$ cat config.mk
export PLATFORM = sky130hd
export DESIGN_NAME = aes_axi4lite_responder
export DESIGN_NICKNAME = d
export VERILOG_FILES = /design/src/rtl/aes_axi4lite_responder.sv
export SDC_FILE = /design/constraint.sdc
export NUM_CORES = 1
export LEC_CHECK = 0
export BUFFER_PORTS_ARGS = -buffer_cell sky130_fd_sc_hd__buf_2
export CORE_AREA = 5 5 232 234
export CTS_CLUSTER_SIZE = 30
export DETAILED_ROUTE_END_ITERATION = 6
export DIE_AREA = 0 0 237 239
export PLACE_DENSITY = 0.65
export SLEW_MARGIN = 20
export SYNTH_ARGS = -nofsm -noshare
export SYNTH_HDL_FRONTEND = slang
export SYNTH_SLANG_ARGS = --single-unit
$ cat constraint.sdc
create_clock -name clk_i -period 3.73 [get_ports clk_i]
set_input_delay 0.746 -clock clk_i [delete_from_list [all_inputs] [get_ports clk_i]]
set_output_delay 0.746 -clock clk_i [all_outputs]
set_load 0.05 [all_outputs]
$ cat src/rtl/aes_axi4lite_responder.sv
// AXI4-lite register front end for an AES-192 encryption core: PT/KEY staging, START pulse, DONE flag, CT capture.
// Optional build macro AES_KEY_READBACK_EN makes the KEY words readable; without it KEY reads return 0 with SLVERR.
module aes_axi4lite_responder #(
   parameter int AW = 32,
   parameter int DW = 32
) (
   input  logic          clk_i,
   input  logic          rst_ni,
   input  logic [AW-1:0] awaddr_i,
   input  logic          awvalid_i,
   output logic          awready_o,
   input  logic [DW-1:0] wdata_i,
   input  logic [DW/8-1:0] wstrb_i,
   input  logic          wvalid_i,
   output logic          wready_o,
   output logic [1:0]    bresp_o,
   output logic          bvalid_o,
   input  logic          bready_i,
   input  logic [AW-1:0] araddr_i,
   input  logic          arvalid_i,
   output logic          arready_o,
   output logic [DW-1:0] rdata_o,
   output logic [1:0]    rresp_o,
   output logic          rvalid_o,
   input  logic          rready_i,
   output logic          aes_start_o,
   output logic [191:0]  aes_key_o,
   output logic [127:0]  aes_pt_o,
   input  logic [127:0]  aes_ct_i,
   input  logic          aes_ct_valid_i,
   output logic [1:0]    wr_state,
   output logic [1:0]    rd_state
);

   // Handshakes: a beat transfers on a rising edge where valid and ready are both high;
   // a valid output stays high with stable payload until that edge.
   localparam logic [1:0] RESP_OKAY   = 2'b00;
   localparam logic [1:0] RESP_SLVERR = 2'b10;

   typedef enum logic [1:0] {W_IDLE = 2'd0, W_ACCEPT = 2'd1, W_RESP = 2'd2} w_state_t;
   typedef enum logic [1:0] {R_IDLE = 2'd0, R_ACCEPT = 2'd1, R_DATA = 2'd2} r_state_t;

   w_state_t w_state, w_next;
   r_state_t r_state, r_next;

   logic [31:0]  pt_q [4];
   logic [31:0]  key_q [6];
   logic [127:0] ct_q;
   logic         done_q, busy_q, start_q;
   logic [1:0]   bresp_q, rresp_q;
   logic [31:0]  rdata_q;

   logic         w_fire, r_fire;
   logic [3:0]   wr_idx, rd_idx;
   logic         wr_mapped, rd_mapped;
   logic         wr_err, pt_we, key_we, start_set, start_fire;
   logic [1:0]   pt_off, rd_pt_off, rd_ct_off;
   logic [2:0]   key_off;
   logic         rd_err;
   logic [31:0]  rd_data;
   logic         unused_addr_bits;

   assign unused_addr_bits = ^{awaddr_i[1:0], araddr_i[1:0]};

   function automatic logic [31:0] merge_bytes(input logic [31:0] old_w, input logic [31:0] new_w,
                                               input logic [3:0] strb);
      logic [31:0] res;
      for (int b = 0; b < 4; b++) res[b*8 +: 8] = strb[b] ? new_w[b*8 +: 8] : old_w[b*8 +: 8];
      return res;
   endfunction

   // ---------------- write FSM ----------------
   always_ff @(posedge clk_i) begin
      if (!rst_ni) w_state <= W_IDLE;
      else         w_state <= w_next;
   end

   always_comb begin
      w_next    = w_state;
      awready_o = 1'b0;
      wready_o  = 1'b0;
      bvalid_o  = 1'b0;
      case (w_state)
         W_IDLE:   if (awvalid_i && wvalid_i) w_next = W_ACCEPT;
         W_ACCEPT: begin
            awready_o = 1'b1;
            wready_o  = 1'b1;
            w_next    = W_RESP;
         end
         W_RESP: begin
            bvalid_o = 1'b1;
            if (bready_i) w_next = W_IDLE;
         end
         default:  w_next = W_IDLE;
      endcase
   end

   assign w_fire    = (w_state == W_ACCEPT);
   assign wr_idx    = awaddr_i[5:2];
   assign wr_mapped = (awaddr_i[AW-1:6] == '0);
   assign pt_off    = wr_idx[1:0] - 2'd2;
   assign key_off   = wr_idx[2:0] - 3'd6;

   always_comb begin
      wr_err    = 1'b1;
      pt_we     = 1'b0;
      key_we    = 1'b0;
      start_set = 1'b0;
      if (wr_mapped) begin
         if (wr_idx == 4'd0) begin
            wr_err    = busy_q;
            start_set = !busy_q && wstrb_i[0] && wdata_i[0];
         end else if (wr_idx >= 4'd2 && wr_idx <= 4'd5) begin
            wr_err = busy_q;
            pt_we  = !busy_q;
         end else if (wr_idx >= 4'd6 && wr_idx <= 4'd11) begin
            wr_err = busy_q;
            key_we = !busy_q;
         end
      end
   end

   assign start_fire = w_fire && start_set;

   // Register file; a START on the same edge as a core-done pulse overrides DONE/busy.
   always_ff @(posedge clk_i) begin
      if (!rst_ni) begin
         for (int i = 0; i < 4; i++) pt_q[i] <= '0;
         for (int i = 0; i < 6; i++) key_q[i] <= '0;
         ct_q    <= '0;
         done_q  <= 1'b0;
         busy_q  <= 1'b0;
         start_q <= 1'b0;
         bresp_q <= RESP_OKAY;
      end else begin
         start_q <= start_fire;
         if (aes_ct_valid_i) begin
            ct_q   <= aes_ct_i;
            done_q <= 1'b1;
            busy_q <= 1'b0;
         end
         if (start_fire) begin
            done_q <= 1'b0;
            busy_q <= 1'b1;
         end
         if (w_fire && pt_we)  pt_q[pt_off]   <= merge_bytes(pt_q[pt_off], wdata_i, wstrb_i);
         if (w_fire && key_we) key_q[key_off] <= merge_bytes(key_q[key_off], wdata_i, wstrb_i);
         if (w_fire)           bresp_q <= wr_err ? RESP_SLVERR : RESP_OKAY;
      end
   end

   // ---------------- read FSM ----------------
   always_ff @(posedge clk_i) begin
      if (!rst_ni) r_state <= R_IDLE;
      else         r_state <= r_next;
   end

   always_comb begin
      r_next    = r_state;
      arready_o = 1'b0;
      rvalid_o  = 1'b0;
      case (r_state)
         R_IDLE:   if (arvalid_i) r_next = R_ACCEPT;
         R_ACCEPT: begin
            arready_o = 1'b1;
            r_next    = R_DATA;
         end
         R_DATA: begin
            rvalid_o = 1'b1;
            if (rready_i) r_next = R_IDLE;
         end
         default:  r_next = R_IDLE;
      endcase
   end

   assign r_fire    = (r_state == R_ACCEPT);
   assign rd_idx    = araddr_i[5:2];
   assign rd_mapped = (araddr_i[AW-1:6] == '0);
   assign rd_pt_off = rd_idx[1:0] - 2'd2;
   // CT is stored little-word-first, but its lowest address holds the top word.
   assign rd_ct_off = 2'd3 - rd_idx[1:0];
`ifdef AES_KEY_READBACK_EN
   logic [2:0] rd_key_off;
   assign rd_key_off = rd_idx[2:0] - 3'd6;
`endif

   always_comb begin
      rd_data = '0;
      rd_err  = 1'b1;
      if (rd_mapped) begin
         if (rd_idx == 4'd1) begin
            rd_data = {31'b0, done_q};
            rd_err  = 1'b0;
         end else if (rd_idx >= 4'd2 && rd_idx <= 4'd5) begin
            rd_data = pt_q[rd_pt_off];
            rd_err  = 1'b0;
         end else if (rd_idx >= 4'd6 && rd_idx <= 4'd11) begin
`ifdef AES_KEY_READBACK_EN
            rd_data = key_q[rd_key_off];
            rd_err  = 1'b0;
`else
            rd_data = '0;
            rd_err  = 1'b1;
`endif
         end else if (rd_idx >= 4'd12) begin
            rd_data = ct_q[rd_ct_off*32 +: 32];
            rd_err  = 1'b0;
         end
      end
   end

   always_ff @(posedge clk_i) begin
      if (!rst_ni) begin
         rdata_q <= '0;
         rresp_q <= RESP_OKAY;
      end else if (r_fire) begin
         rdata_q <= rd_data;
         rresp_q <= rd_err ? RESP_SLVERR : RESP_OKAY;
      end
   end

   assign bresp_o     = bresp_q;
   assign rdata_o     = rdata_q;
   assign rresp_o     = rresp_q;
   assign aes_start_o = start_q;
   assign aes_pt_o    = {pt_q[3], pt_q[2], pt_q[1], pt_q[0]};
   assign aes_key_o   = {key_q[5], key_q[4], key_q[3], key_q[2], key_q[1], key_q[0]};
   assign wr_state    = w_state;
   assign rd_state    = r_state;

endmodule

; After elaboration in Yosys (flattened, before gate mapping)
; Memory sizes are Yosys's and may differ from the RTL's.
; Cells that the tools add are included.
[op_classes]
n_reduce_logical = 30
n_mul = 0
n_lt_le_gt_ge = 9
n_div = 0
shift = 1
n_mux = 58
n_addsub = 4
n_eq_ne = 17
n_bitwise = 1
[op_table]
columns = operator, count
row1 = 2-to-1 mux 32 bit, 7
row2 = indexed part select 128 x 8 -> 32 bit, 1
row3 = 2-to-1 mux 8 bit, 8
row4 = OR reduction 32 bit, 2
row5 = zero test 26 bit, 2
row6 = 2-to-1 mux 1 bit, 31
row7 = AND reduction 2 bit, 10
row8 = 2-to-1 mux 2 bit, 7
row9 = one-hot mux 2 bit (3 select lines), 2
row10 = logical AND 1 bit, 10
row11 = "greater-or-equal comparator 4 x 2 -> 1 bit, second input constant", 2
row12 = "greater-or-equal comparator 4 x 3 -> 1 bit, second input constant", 2
row13 = "<= comparator 4 x 3 -> 1 bit, second input constant", 2
row14 = "<= comparator 4 bit, second input constant", 2
row15 = 2-to-1 mux 4 bit, 2
row16 = "inequality test 1 bit, second input constant", 8
row17 = "inequality test 2 bit, second input constant", 4
row18 = "== test 2 x 1 -> 1 bit, second input constant", 2
row19 = "== test 2 bit, second input constant", 2
row20 = "== test 4 x 1 -> 1 bit, second input constant", 1
row21 = "greater-or-equal comparator 4 bit, second input constant", 1
row22 = zero test 2 bit, 2
row23 = zero test 4 bit, 1
row24 = "subtractor 2 bit, second input constant", 2
row25 = other kinds (7), 7
[totals]
output_inout_bits = 366
mem_count = 2
mem_bits_rw = 320
rom_bits = 0
latchBits = 0
register_bits = 171
[memory_table]
columns = name, depth, width, rd, rd_ports_with_merged_regs, write_ports, line
row1 = key_q, 6, 32, 6, 0, 6, 47  ; logic [31:0] key_q [6];
row2 = pt_q, 4, 32, 5, 0, 4, 46  ; logic [31:0] pt_q [4];

; Longest topological paths before layout
[logic_depth]
word_depth = 13
ltp_mapped = 8
ltp_nobuf = 6

; Worst setup path after synthesis
; Ideal clock, no wire load.
[synth_timing]
path_kind = input-to-reg
startpoint = input awaddr_i[20]
endpoint = memory key_q[0][0] (enable)
arrival_ns = 2.641
stages = 6
path_buffers = 1
slack_ns = 0.705
required_ns = 3.346
path_cell_list = nor4_1 -> nand3_1 -> a21oi_4 -> nand3_1 -> clkbuf_1 -> o21ai_0
[synth_lines]
columns = element, line
row1 = start: declaration, 9  ; input logic [AW-1:0] awaddr_i,
row2 = end: declaration, 47

; Final worst setup path
[layout_timing]
startpoint = register r_state[1] (netlist: rd_state[1])
endpoint = output arready_o
[layout_via]
elab_chain_len = 2
[layout_lines]
columns = element, line
row1 = start: declaration, 44  ; r_state_t r_state, r_next;
row2 = start signal: assignment, 155  ; else r_state <= r_next;
row3 = == test 2 x 1 -> 1 bit, 162  ; case (r_state)
row4 = 2-to-1 mux 1 bit, 162
row5 = end: declaration, 21  ; output logic arready_o,
; No other way between the ends.

==> results by group <==
Run status
  – Status: completed

Routing
  – DR vias: 16000
  – Routed wire length: around 73000 µm
  – Detailed Route Iter0 Violations: 1293
  – DR vias/cell: 5.28
  – Highest metal used: met5
  – Wire length per cell: 24.0 µm
  – M1 WL: 29200 µm
  – First-pass iteration count of the detailed router: 5
  – DR WL met3: 6790 µm
  – ANT nets after route: 0
  – WL met2: 34800 µm
  – Drt drc: 0

CTS
  – CTS clk-pin slew, worst paths: approximately 0.060 ns
  – Setup Fix Bufs, Post-CTS: 0
  – Num CTS Buffers: 51
  – Hold buffers post-CTS: 0
  – H-Tree Level Count: 2
  – CTS Buffer Depth: 3
  – Resized cells post-CTS: 0
  – Root Driver: clkbuf_16
  – CTS tree: done
  – Clock sinks: 489
  – Clk Latency, worst-skew pair: 0.60 ns

GRT
  – Largest net degree at the start of global routing: 92
  – Vias in the first global route: 16000
  – Grt total ovfl: 0
  – Initial antenna violation count: 8
  – Wire length of the first global-routing pass: 104000 µm
  – GRT Total Usage: 24.3%

Timing
  – Layout Skew: ~0.021 ns
  – Fmax: approximately 0.33 GHz
  – Final hold vios: 0
  – Min Hold Slack: about 0.38 ns
  – Slew Limit Fails: 0
  – Setup TNS: 0 ns
  – Final setup fails: 0
  – Worst slew pin tran: between 0.9 and 1 ns
  – Fin crit period: roughly 3.0 ns
  – RSZ-0062 raised after global routing: no
  – Fin crit share: roughly four fifths
  – Slew margin rel.: 34.8%

Critical path
  – Reg2reg end: pt_q[3][19]
  – CP peak stage delay: about 0.76 ns
  – Nature of the critical path endpoint: output pin
  – Crit path max-delay cell type: nand2b_2
  – Flop-to-flop setup slack: 0.89 ns
  – Setup CP Type: reg -> out
  – CP delay by family, top: simple AND/OR/NAND/NOR gates
  – Worst endpoint data arrival time: 2.25 ns
  – Worst r2r path cells: 5
  – CP max FO: 33
  – Worst path depth: 3
  – Cell breakdown of the critical path: nand2b_2, inv_1, buf_2
  – Buffer and inverter count on the worst path: 2
  – Critical path origin: rd_state[1]
  – Req. time, crit path: 2.98 ns
  – Worst setup SP type: flip-flop
  – R2r startpoint: busy_q

Power
  – Seq pwr share: a little under half
  – P_leak: 12.1 nW
  – Pwr Density: 480 mW/mm²
  – Internal: 9.39 mW
  – Maximum vdd drop: ~370 µV
  – Clk pwr share: 40.8%
  – Comb pwr share: 11.6%
  – Final Power: 12.7 mW
  – Psw: 3.32 mW
  – Switching Share: a little over a quarter

Synth
  – Seq cells post-synth: approximately 490
  – Post-Syn Area: roughly 0.021 mm²
  – Number of synthesized flops with an enable pin: between 300 and 400
  – Synthesized area per cell: between 10 and 15 µm²
  – Async SR Flop Fraction: 0%
  – Ys Warns: 0
  – Ys flop type: edfxtp_1
  – Cells after synthesis: between 1500 and 2000
  – Post-synthesis sequential area ratio: 62.1%
  – Distinct cells, synth: 55

Cells and area
  – Share of layout cells above drive strength 1: 32.7%
  – Layout Utilization: 51.1%
  – Layout area overhead: 26.7%
  – Layout Nets: 2544
  – Finished Layout Cells: 3040

Die
  – Row cnt: 84
  – Core Region: 0.0518 mm²
  – DIE HEIGHT: 239 µm
  – Die area: around 0.057 mm²
  – Initial Utilization: 40.3%
  – I/O Pins: 602
  – Die W: 237 µm

Placement
  – # placed instances: around 3000
  – PortBufs: 595
  – Placed wire-length estimate: 55100 µm
  – RD Place Congestion: 0.955

Hold path
  – Hold WC Path Type: in -> reg
  – WHS Endpoint: rd_state[0]
  – Worst hold path depth: 3
  – Hold Path Origin: arvalid_i

Run
  – Total of max-cap violations: 0
[cell type report]
class | count | area (µm²)
fillers | 4615 | 25300
inverters | 5 | 18.8
repair buffers | 666 | 3590
flip-flops and latches | 489 | 13000
well taps | 688 | 861
multi-input cells | 1094 | 7320
clock buffers | 71 | 1420
clock inverters | 25 | 275
diodes | 2 | 5.00
[metrics by stage]
step	cell area, µm²	setup WS, ns
2_1_floorplan	20900	0.705
3_3_place_gp	24800	0.355
3_5_place_dp	24800	0.309
4_1_cts	26500	0.718
5_1_grt	26500	0.675
6_report	26500	0.734
[cell families after synthesis]
family                   share of synthesized area (%)
AND/OR/NAND/NOR                                   18.0
buffers and inverters                             2.93
multiplexers                                      12.2
adder cells (fa/ha/maj)                         0.0598
flip-flops                                        62.1
XOR/XNOR                                        0.0419
AO/OA/AOI/OAI                                     4.61
other                                           0.0179
[registers in the layout, indices dropped and copies added, names as in the netlist]
signal	flops
key_q	192
pt_q	128
rdata_o	32
wr_state	2
done_q	1
busy_q	1
bresp_o	1
rd_state	2
ct_q	128
aes_start_o	1
rresp_o	1
[synthesized netlist by cell type (all sizes together), types with 4 or more instances]
cell / n / area share [%]
nand2b: 15 / 0.45
or4: 4 / 0.14
mux2i: 253 / 12
nor2b: 135 / 4.0
nand4: 6 / 0.38
a21boi: 4 / 0.14
a21oi: 10 / 0.29
o21ai: 69 / 1.7
nand3b: 4 / 0.14
buf: 48 / 1.3
nor3: 5 / 0.12
nor2: 172 / 3.1
nor4: 12 / 0.48
nand2: 71 / 1.3
edfxtp: 320 / 46
o22ai: 62 / 1.9
clkbuf: 83 / 1.5
dfxtp: 169 / 16
and3: 190 / 5.7
nand3: 18 / 0.54
and2: 34 / 1.0
inv: 5 / 0.090
[power groups by stage]
stage	clock network, mW	logic (mW)	registers, mW
after floorplan	0	0.504	6.56
after global placement	0	1.45	6.16
after detailed placement	0	1.47	6.16
after CTS	5.27	1.47	6.05
after global routing	5.48	1.55	6.07
final	5.19	1.47	6.05
[worst max-delay path by stage]
stage | to | slack (ns)
finish | arready_o | 0.73
global route | arready_o | 0.67
CTS | arready_o | 0.72
detailed placement | pt_q[3][28] | 0.31
global placement | pt_q[3][28] | 0.35
floorplan | key_q[0][0] | 0.70
[per-layer routing]
metal / global-route usage [%] / vias to the layer above
met5: 0 / -
met4: 6.84 / 10
met3: 7.51 / 126
met2: 40.0 / 725
met1: 31.4 / 7809
li1: - / 7373
[cells in the final DEF, fill, tap and decap left out, types with 5 or more instances in the layout]
cell type,instances
a21oi_1,9
and2_1,33
and3_1,189
buf_12,5
buf_2,592
buf_4,66
bufinv_16,5
clkbuf_1,14
clkbuf_16,52
clkbuf_8,5
clkinv_2,9
dfxtp_1,169
edfxtp_1,320
inv_1,5
mux2i_1,253
nand2_1,71
nand2b_1,14
nand3_1,15
nor2_1,172
nor2b_1,135
nor3_1,5
nor4_1,8
o21ai_0,66
o22ai_1,62
[worst min-delay path, stage by stage]
cell and delay, ns:
buf_2 0.09, nand2_1 0.05, nor3_1 0.04
Power figures use the tool's default switching activity.
